## src/rtl/pipe_stage_reg_if.sv

```systemverilog
// Bundle of the hazard-unit controls, the incoming pipeline entry and the
// registered outputs of pipe_stage_reg.
interface pipe_stage_reg_if #(
  parameter int DATA_W = 32,
  parameter int CTRL_W = 4,
  parameter int REG_W  = 5
);
  logic              stall_i;
  logic              flush_i;
  logic              valid_i;
  logic [CTRL_W-1:0] ctrl_i;
  logic [DATA_W-1:0] data1_i;
  logic [DATA_W-1:0] data2_i;
  logic [REG_W-1:0]  rd_i;
  logic              valid_o;
  logic [CTRL_W-1:0] ctrl_o;
  logic [DATA_W-1:0] data1_o;
  logic [DATA_W-1:0] data2_o;
  logic [REG_W-1:0]  rd_o;
  logic [2:0]        occ_o;
  logic [15:0]       bubble_cnt_o;

  modport master (
    output stall_i, flush_i, valid_i, ctrl_i, data1_i, data2_i, rd_i,
    input  valid_o, ctrl_o, data1_o, data2_o, rd_o, occ_o, bubble_cnt_o
  );

  modport slave (
    input  stall_i, flush_i, valid_i, ctrl_i, data1_i, data2_i, rd_i,
    output valid_o, ctrl_o, data1_o, data2_o, rd_o, occ_o, bubble_cnt_o
  );
endinterface

```

## src/rtl/pipe_stage_reg.sv

```systemverilog
// Configurable-depth inter-stage pipeline register with valid bits, stall,
// flush, occupancy and a saturating bubble counter.
module pipe_stage_reg #(
  parameter int DATA_W = 32,
  parameter int CTRL_W = 4,
  parameter int REG_W  = 5,
  parameter int STAGES = 1
) (
  input  logic                clk_i,
  input  logic                rst_i,
  pipe_stage_reg_if.slave     bus
);

  generate
    if (STAGES < 1 || STAGES > 4) begin : g_bad_stages
      $error("pipe_stage_reg: STAGES must be in 1..4");
    end
  endgenerate

  localparam int LAST = STAGES - 1;

  typedef struct packed {
    logic              valid;
    logic [CTRL_W-1:0] ctrl;
    logic [DATA_W-1:0] data1;
    logic [DATA_W-1:0] data2;
    logic [REG_W-1:0]  rd;
  } entry_t;

  entry_t      stage_r     [STAGES];
  entry_t      stage_nxt_s [STAGES];
  entry_t      in_s;
  logic [2:0]  occ_r;
  logic [2:0]  occ_nxt_s;
  logic [15:0] bubble_r;
  logic [15:0] bubble_nxt_s;

  // Incoming entry with bubbles forced to all-zero so they never assert control downstream
  always_comb begin
    in_s = '0;
    if (bus.valid_i) begin
      in_s.valid = 1'b1;
      in_s.ctrl  = bus.ctrl_i;
      in_s.data1 = bus.data1_i;
      in_s.data2 = bus.data2_i;
      in_s.rd    = bus.rd_i;
    end else begin
      in_s = '0;
    end
  end

  // Next stage contents: flush beats stall, stall beats shift
  always_comb begin
    stage_nxt_s = stage_r;
    if (bus.flush_i) begin
      for (int s = 0; s < STAGES; s++) begin
        stage_nxt_s[s] = '0;
      end
    end else if (bus.stall_i) begin
      stage_nxt_s = stage_r;
    end else begin
      stage_nxt_s[0] = in_s;
      for (int s = 1; s < STAGES; s++) begin
        stage_nxt_s[s] = stage_r[s-1];
      end
    end
  end

  // Occupancy is counted on the next contents so it lands on the same edge
  always_comb begin
    occ_nxt_s = 3'd0;
    for (int s = 0; s < STAGES; s++) begin
      occ_nxt_s = occ_nxt_s + {2'b00, stage_nxt_s[s].valid};
    end
  end

  // Bubble counter looks at the pre-edge output valid and saturates
  always_comb begin
    bubble_nxt_s = bubble_r;
    if (!bus.stall_i && !stage_r[LAST].valid && (bubble_r != 16'hFFFF)) begin
      bubble_nxt_s = bubble_r + 16'd1;
    end else begin
      bubble_nxt_s = bubble_r;
    end
  end

  // State registers; reset overrides stall and flush
  always_ff @(posedge clk_i) begin
    if (rst_i) begin
      for (int s = 0; s < STAGES; s++) begin
        stage_r[s] <= '0;
      end
      occ_r    <= 3'd0;
      bubble_r <= 16'd0;
    end else begin
      stage_r  <= stage_nxt_s;
      occ_r    <= occ_nxt_s;
      bubble_r <= bubble_nxt_s;
    end
  end

  assign bus.valid_o      = stage_r[LAST].valid;
  assign bus.ctrl_o       = stage_r[LAST].ctrl;
  assign bus.data1_o      = stage_r[LAST].data1;
  assign bus.data2_o      = stage_r[LAST].data2;
  assign bus.rd_o         = stage_r[LAST].rd;
  assign bus.occ_o        = occ_r;
  assign bus.bubble_cnt_o = bubble_r;

endmodule

```

## src/flat_wrapper.sv

```systemverilog
// flat-port wrapper written by rule: the top's interface ports become plain ports
module pipe_stage_reg_flat 
#(
  parameter int DATA_W = 32,
  parameter int CTRL_W = 4,
  parameter int REG_W  = 5,
  parameter int STAGES = 1
)
  (clk_i, rst_i, bus_stall_i, bus_flush_i, bus_valid_i, bus_ctrl_i, bus_data1_i, bus_data2_i, bus_rd_i, bus_valid_o, bus_ctrl_o, bus_data1_o, bus_data2_o, bus_rd_o, bus_occ_o, bus_bubble_cnt_o);
  pipe_stage_reg_if #(.DATA_W(DATA_W), .CTRL_W(CTRL_W), .REG_W(REG_W)) bus_i ();
  input  logic clk_i;
  input  logic rst_i;
  input wire logic [$bits(bus_i.stall_i)-1:0] bus_stall_i;
  input wire logic [$bits(bus_i.flush_i)-1:0] bus_flush_i;
  input wire logic [$bits(bus_i.valid_i)-1:0] bus_valid_i;
  input wire logic [$bits(bus_i.ctrl_i)-1:0] bus_ctrl_i;
  input wire logic [$bits(bus_i.data1_i)-1:0] bus_data1_i;
  input wire logic [$bits(bus_i.data2_i)-1:0] bus_data2_i;
  input wire logic [$bits(bus_i.rd_i)-1:0] bus_rd_i;
  output wire logic [$bits(bus_i.valid_o)-1:0] bus_valid_o;
  output wire logic [$bits(bus_i.ctrl_o)-1:0] bus_ctrl_o;
  output wire logic [$bits(bus_i.data1_o)-1:0] bus_data1_o;
  output wire logic [$bits(bus_i.data2_o)-1:0] bus_data2_o;
  output wire logic [$bits(bus_i.rd_o)-1:0] bus_rd_o;
  output wire logic [$bits(bus_i.occ_o)-1:0] bus_occ_o;
  output wire logic [$bits(bus_i.bubble_cnt_o)-1:0] bus_bubble_cnt_o;
  assign bus_i.stall_i = bus_stall_i;
  assign bus_i.flush_i = bus_flush_i;
  assign bus_i.valid_i = bus_valid_i;
  assign bus_i.ctrl_i = bus_ctrl_i;
  assign bus_i.data1_i = bus_data1_i;
  assign bus_i.data2_i = bus_data2_i;
  assign bus_i.rd_i = bus_rd_i;
  assign bus_valid_o = bus_i.valid_o;
  assign bus_ctrl_o = bus_i.ctrl_o;
  assign bus_data1_o = bus_i.data1_o;
  assign bus_data2_o = bus_i.data2_o;
  assign bus_rd_o = bus_i.rd_o;
  assign bus_occ_o = bus_i.occ_o;
  assign bus_bubble_cnt_o = bus_i.bubble_cnt_o;
  pipe_stage_reg #(.DATA_W(DATA_W), .CTRL_W(CTRL_W), .REG_W(REG_W), .STAGES(STAGES)) u_core (.clk_i(clk_i), .rst_i(rst_i), .bus(bus_i));
endmodule
```

## config.mk

```make
export PLATFORM = sky130hd
export DESIGN_NAME = pipe_stage_reg_flat
export DESIGN_NICKNAME = d
export VERILOG_FILES = /design/src/rtl/pipe_stage_reg_if.sv /design/src/rtl/pipe_stage_reg.sv /design/src/flat_wrapper.sv
export SDC_FILE = /design/constraint.sdc
export NUM_CORES = 1
export LEC_CHECK = 0
export CORE_MARGIN = 5
export CORE_UTILIZATION = 39
export CTS_CLUSTER_SIZE = 25
export DETAILED_ROUTE_END_ITERATION = 6
export GPL_TIMING_DRIVEN = 0
export PLACE_DENSITY = 0.8
export SYNTH_ARGS = -nofsm -noshare
export SYNTH_HDL_FRONTEND = slang
export SYNTH_SLANG_ARGS = --single-unit
```

## constraint.sdc

```tcl
create_clock -name clk_i -period 2.4 [get_ports clk_i]
set_input_delay 0.72 -clock clk_i [delete_from_list [all_inputs] [get_ports clk_i]]
set_output_delay 0.72 -clock clk_i [all_outputs]
set_load 0.03 [all_outputs]
```

==> impl_metrics.prom <==
# TYPE chip_impl_metric gauge
chip_impl_metric{name="final_core_utilization",unit="%"} 64.6
chip_impl_metric{name="design_area",unit="mm2"} 0.00529
chip_impl_info{name="rsz_0062_raised_after_global_routing",value="false"} 1
chip_impl_metric{name="cts_max_path_buffers",unit=""} 2
chip_impl_metric{name="cts-buffers-inserted",unit=""} 9
chip_impl_metric{name="post_dp_cell_area",unit="mm2"} 0.00507
chip_impl_info{name="status",value="completed"} 1
chip_impl_info{name="cts_tree",value="done"} 1
chip_impl_info{name="cts_root_buffer",value="sky130_fd_sc_hd__clkbuf_8"} 1
chip_impl_metric{name="numClockSinks",unit=""} 90
chip_impl_metric{name="synth.top_cell.area_share",unit="%"} 55.3
chip_impl_metric{name="syn-cell-area",unit="mm2"} 0.00326
chip_impl_metric{name="count_of_state_elements_after_synthesis",unit=""} 90
chip_impl_info{name="startpoint_of_the_most_critical_hold_path",value="u_core.bus.ctrl_o[0]$_SDFFE_PP0N_"} 1
chip_impl_metric{name="finalWeightedCongestion",unit=""} 0.893
chip_impl_metric{name="grt_antenna_before_repair",unit=""} 0
chip_impl_metric{name="io_pins",unit=""} 171
chip_impl_metric{name="post_synth.cell_area_avg",unit="um2"} 9.37
chip_impl_metric{name="timing.slew.headroom",unit="%"} 46.4
chip_impl_metric{name="fp.coreArea",unit="mm2"} 0.00818
chip_impl_metric{name="final_nets",unit=""} 606
chip_impl_metric{name="synth-edff-count",unit=""} 0
chip_impl_metric{name="gr-usage-all-layers",unit="%"} 19.5
chip_impl_info{name="synth_top_area_cell",value="sky130_fd_sc_hd__dfxtp_1"} 1
chip_impl_metric{name="worst_r2r_path_depth",unit=""} 5
chip_impl_metric{name="synth_sequential_area_ratio",unit="%"} 55.3
chip_impl_metric{name="insertedDiodeCount",unit=""} 0
chip_impl_metric{name="grt_first_pass_wirelength",unit="mm"} 15.9
chip_impl_info{name="netlist_top_cells_count",value="90 x sky130_fd_sc_hd__dfxtp_1, 79 x sky130_fd_sc_hd__nor2_1, 73 x sky130_fd_sc_hd__a22oi_1"} 1
chip_impl_info{name="yosysMostFrequentCell",value="sky130_fd_sc_hd__dfxtp_1"} 1
chip_impl_info{name="timing.critical_path.from",value="u_core.bus.valid_o$_SDFFE_PP0N_"} 1
chip_impl_metric{name="drt.antenna.violating_nets",unit=""} 0
chip_impl_metric{name="async_sr_flop_fraction",unit="%"} 0
chip_impl_metric{name="min_period",unit="ns"} 2.29
chip_impl_metric{name="worst_supply_voltage_drop_on_vdd",unit="uV"} 447
chip_impl_metric{name="cts.htree.levels",unit=""} 3
chip_impl_info{name="synthFlopType",value="sky130_fd_sc_hd__dfxtp_1"} 1
chip_impl_metric{name="final_hold_viol_count",unit=""} 0
chip_impl_metric{name="yosysUniqueCellTypes",unit=""} 32
chip_impl_metric{name="routed_wire_length_per_instance",unit="um"} 15.9
chip_impl_metric{name="die_height",unit="um"} 101
chip_impl_metric{name="dr_total_vias",unit=""} 3360
chip_impl_metric{name="first_iter_violations",unit=""} 88
chip_impl_metric{name="filler_cell_count",unit=""} 701
chip_impl_metric{name="drcViolationCount",unit=""} 0
chip_impl_metric{name="grt.overflow.total",unit=""} 0
chip_impl_info{name="hold_class",value="register to register"} 1
chip_impl_metric{name="power.leakage",unit="nW"} 1.81
chip_impl_info{name="end_kind",value="primary output"} 1
chip_impl_metric{name="proportion_of_layout_cells_with_a_drive_suffix_above_1",unit="%"} 4.32
chip_impl_metric{name="crit_arrival",unit="ns"} 1.57
chip_impl_metric{name="initial_core_util",unit="%"} 39.9
chip_impl_metric{name="die-width",unit="um"} 101
chip_impl_metric{name="drt-total-wl",unit="mm"} 10.1
chip_impl_info{name="setup.worst_path.class",value="register to primary output"} 1
chip_impl_metric{name="io_buffer_count",unit=""} 167
chip_impl_metric{name="vias_in_the_first_global_route",unit=""} 3357
chip_impl_metric{name="first_pass_iters",unit=""} 4
chip_impl_metric{name="ys.warnings.count",unit=""} 0
chip_impl_metric{name="maximum_number_of_pins_on_one_net_before_global_route_repair",unit=""} 15
chip_impl_metric{name="setup_viol_count_final",unit=""} 0
chip_impl_metric{name="timing_max_transition_violations_final",unit=""} 0
chip_impl_metric{name="rows",unit=""} 33
chip_impl_metric{name="timing_worst_slew_pin_value",unit="ns"} 0.796
chip_impl_metric{name="crit_fanout",unit=""} 6
chip_impl_metric{name="die_area",unit="mm2"} 0.0103
chip_impl_info{name="yosys-top-cells-area",value="sky130_fd_sc_hd__dfxtp_1 55%, sky130_fd_sc_hd__a22oi_1 17%, sky130_fd_sc_hd__nor2_1 9.1%"} 1
chip_impl_metric{name="postCtsHoldBufs",unit=""} 0
chip_impl_metric{name="power_per_cell_area",unit="mW/mm2"} 577
chip_impl_metric{name="dpl.hpwl",unit="mm"} 7.72
chip_impl_metric{name="post_drt_via_cell_ratio",unit=""} 5.27
chip_impl_metric{name="clk_pin_slew_worst_paths",unit="ns"} 0.08
chip_impl_metric{name="cap_violations",unit=""} 0
chip_impl_metric{name="areaGrowthSynthToFinish",unit="%"} 62.1
chip_impl_metric{name="hold_path_depth",unit=""} 2
chip_impl_metric{name="max_freq",unit="GHz"} 0.436
chip_impl_metric{name="final.setup_skew",unit="ns"} 0.0119
chip_impl_info{name="startpoint_type",value="register"} 1
chip_impl_metric{name="clock_insertion_delay_worst_skew",unit="ns"} 0.35
chip_impl_metric{name="fin_crit_sh",unit="%"} 95.6
chip_impl_info{name="source_of_the_worst_register_to_register_timing_path",value="u_core.bus.bubble_cnt_o[0]$_SDFFE_PP0P_"} 1
chip_impl_metric{name="cp.required",unit="ns"} 1.68
chip_impl_metric{name="post_synth_inst_count",unit=""} 348
==> per-stage QoR <==
step / cells / setup slack [ns] / power (mW) / setup TNS [ns] / hold slack, ns
finish: 637 / 0.106 / 3.05 / 0 / 0.513
global route: 637 / 0.0295 / 3.17 / 0 / 0.538
floorplan: 349 / 0.290 / 1.74 / 0 / 0.614
detailed placement: 621 / -0.375 / 1.96 / -16.78 / 0.500
global placement: 621 / -0.343 / 1.96 / -17.56 / 0.473
CTS: 637 / 0.0893 / 3.09 / 0 / 0.513
==> power by group <==
group,leakage (nW),internal [mW],switching [mW]
Combinational,0.979,0.201,0.189
Sequential,0.729,1.52,0.0176
Clock,0.103,0.616,0.509
Total,1.81,2.34,0.715
==> path summary, 6_finish.rpt <==
kind / endpoint / slack (ns)
hold / removal: u_core.bus.ctrl_o[0]$_SDFFE_PP0N_ / 0.51
setup / recovery: bus_occ_o[0] / 0.11
setup reg to reg: u_core.bus.bubble_cnt_o[5]$_SDFFE_PP0P_ / 0.33
hold reg to reg: u_core.bus.ctrl_o[0]$_SDFFE_PP0N_ / 0.51
==> placed cells by master (no fill, tap or decap), drive strengths merged, types with 2 or more instances in the layout <==
cell           count
buf                9
a21oi             14
or4                7
bufinv             2
clkinvlp           2
or3                3
and2               2
conb               2
nor3               4
o31ai              6
nor2              79
clkdlybuf4s50    166
nand4              5
dfxtp             90
or2                3
and3               2
nor4               2
a22oi             73
nand3              7
clkbuf            33
a211oi             3
and4               4
nor2b              2
o21ai              4
nand2              2
==> registers in the layout (all words and copies together) (netlist names) <==
register	flops
u_core.bus.data1_o	32
u_core.bus.data2_o	32
u_core.bus.bubble_cnt_o	16
u_core.bus.rd_o	5
u_core.bus.ctrl_o	4
u_core.bus.valid_o	1
==> layer usage <==
metal	track usage (%)	share of wire, %	up-vias
met5	0	0	-
met4	6.65	1.7	0
met3	8.82	12	14
met2	31.6	47	139
met1	23.0	40	1587
li1	-	-	1620
==> critical path, stage by stage (launching register included) <==
cell and delay, ns:
sky130_fd_sc_hd__dfxtp_1 0.44, sky130_fd_sc_hd__buf_4 0.14, sky130_fd_sc_hd__clkdlybuf4s50_1 0.65
==> timing repair <==
action	in CTS	in global routing
gates resized for setup	1	0
setup endpoints to repair	1	0
buffers inserted	0	0
==> kinds of logic (layout without fill, tap and decap cells) <==
family                     count (synthesis)  count (layout)  synth area share [%]
buffers and inverters                     31             214                  3.95
AOI/OAI and AO/OA                        101             101                  21.9
and+or+nand+nor                          123             123                  18.0
muxes                                      1               1                 0.345
DFF                                       90              90                  55.3
other                                      1               2                 0.115
adders and majority gates                  1               1                 0.384
==> layout make-up <==
type	count	area, um2	share of cell area [%]
Sequential cell	90	1800	34.1
Timing Repair Buffer	167	1670	31.6
Multi-Input combinational cell	228	1330	25.2
Clock buffer	12	145	2.75
Tap cell	105	131	2.49
Buffer	30	125	2.37
Clock inverter	4	75.1	1.42
Inverter	1	3.75	0.0710
(Power assumes the default switching activity.)
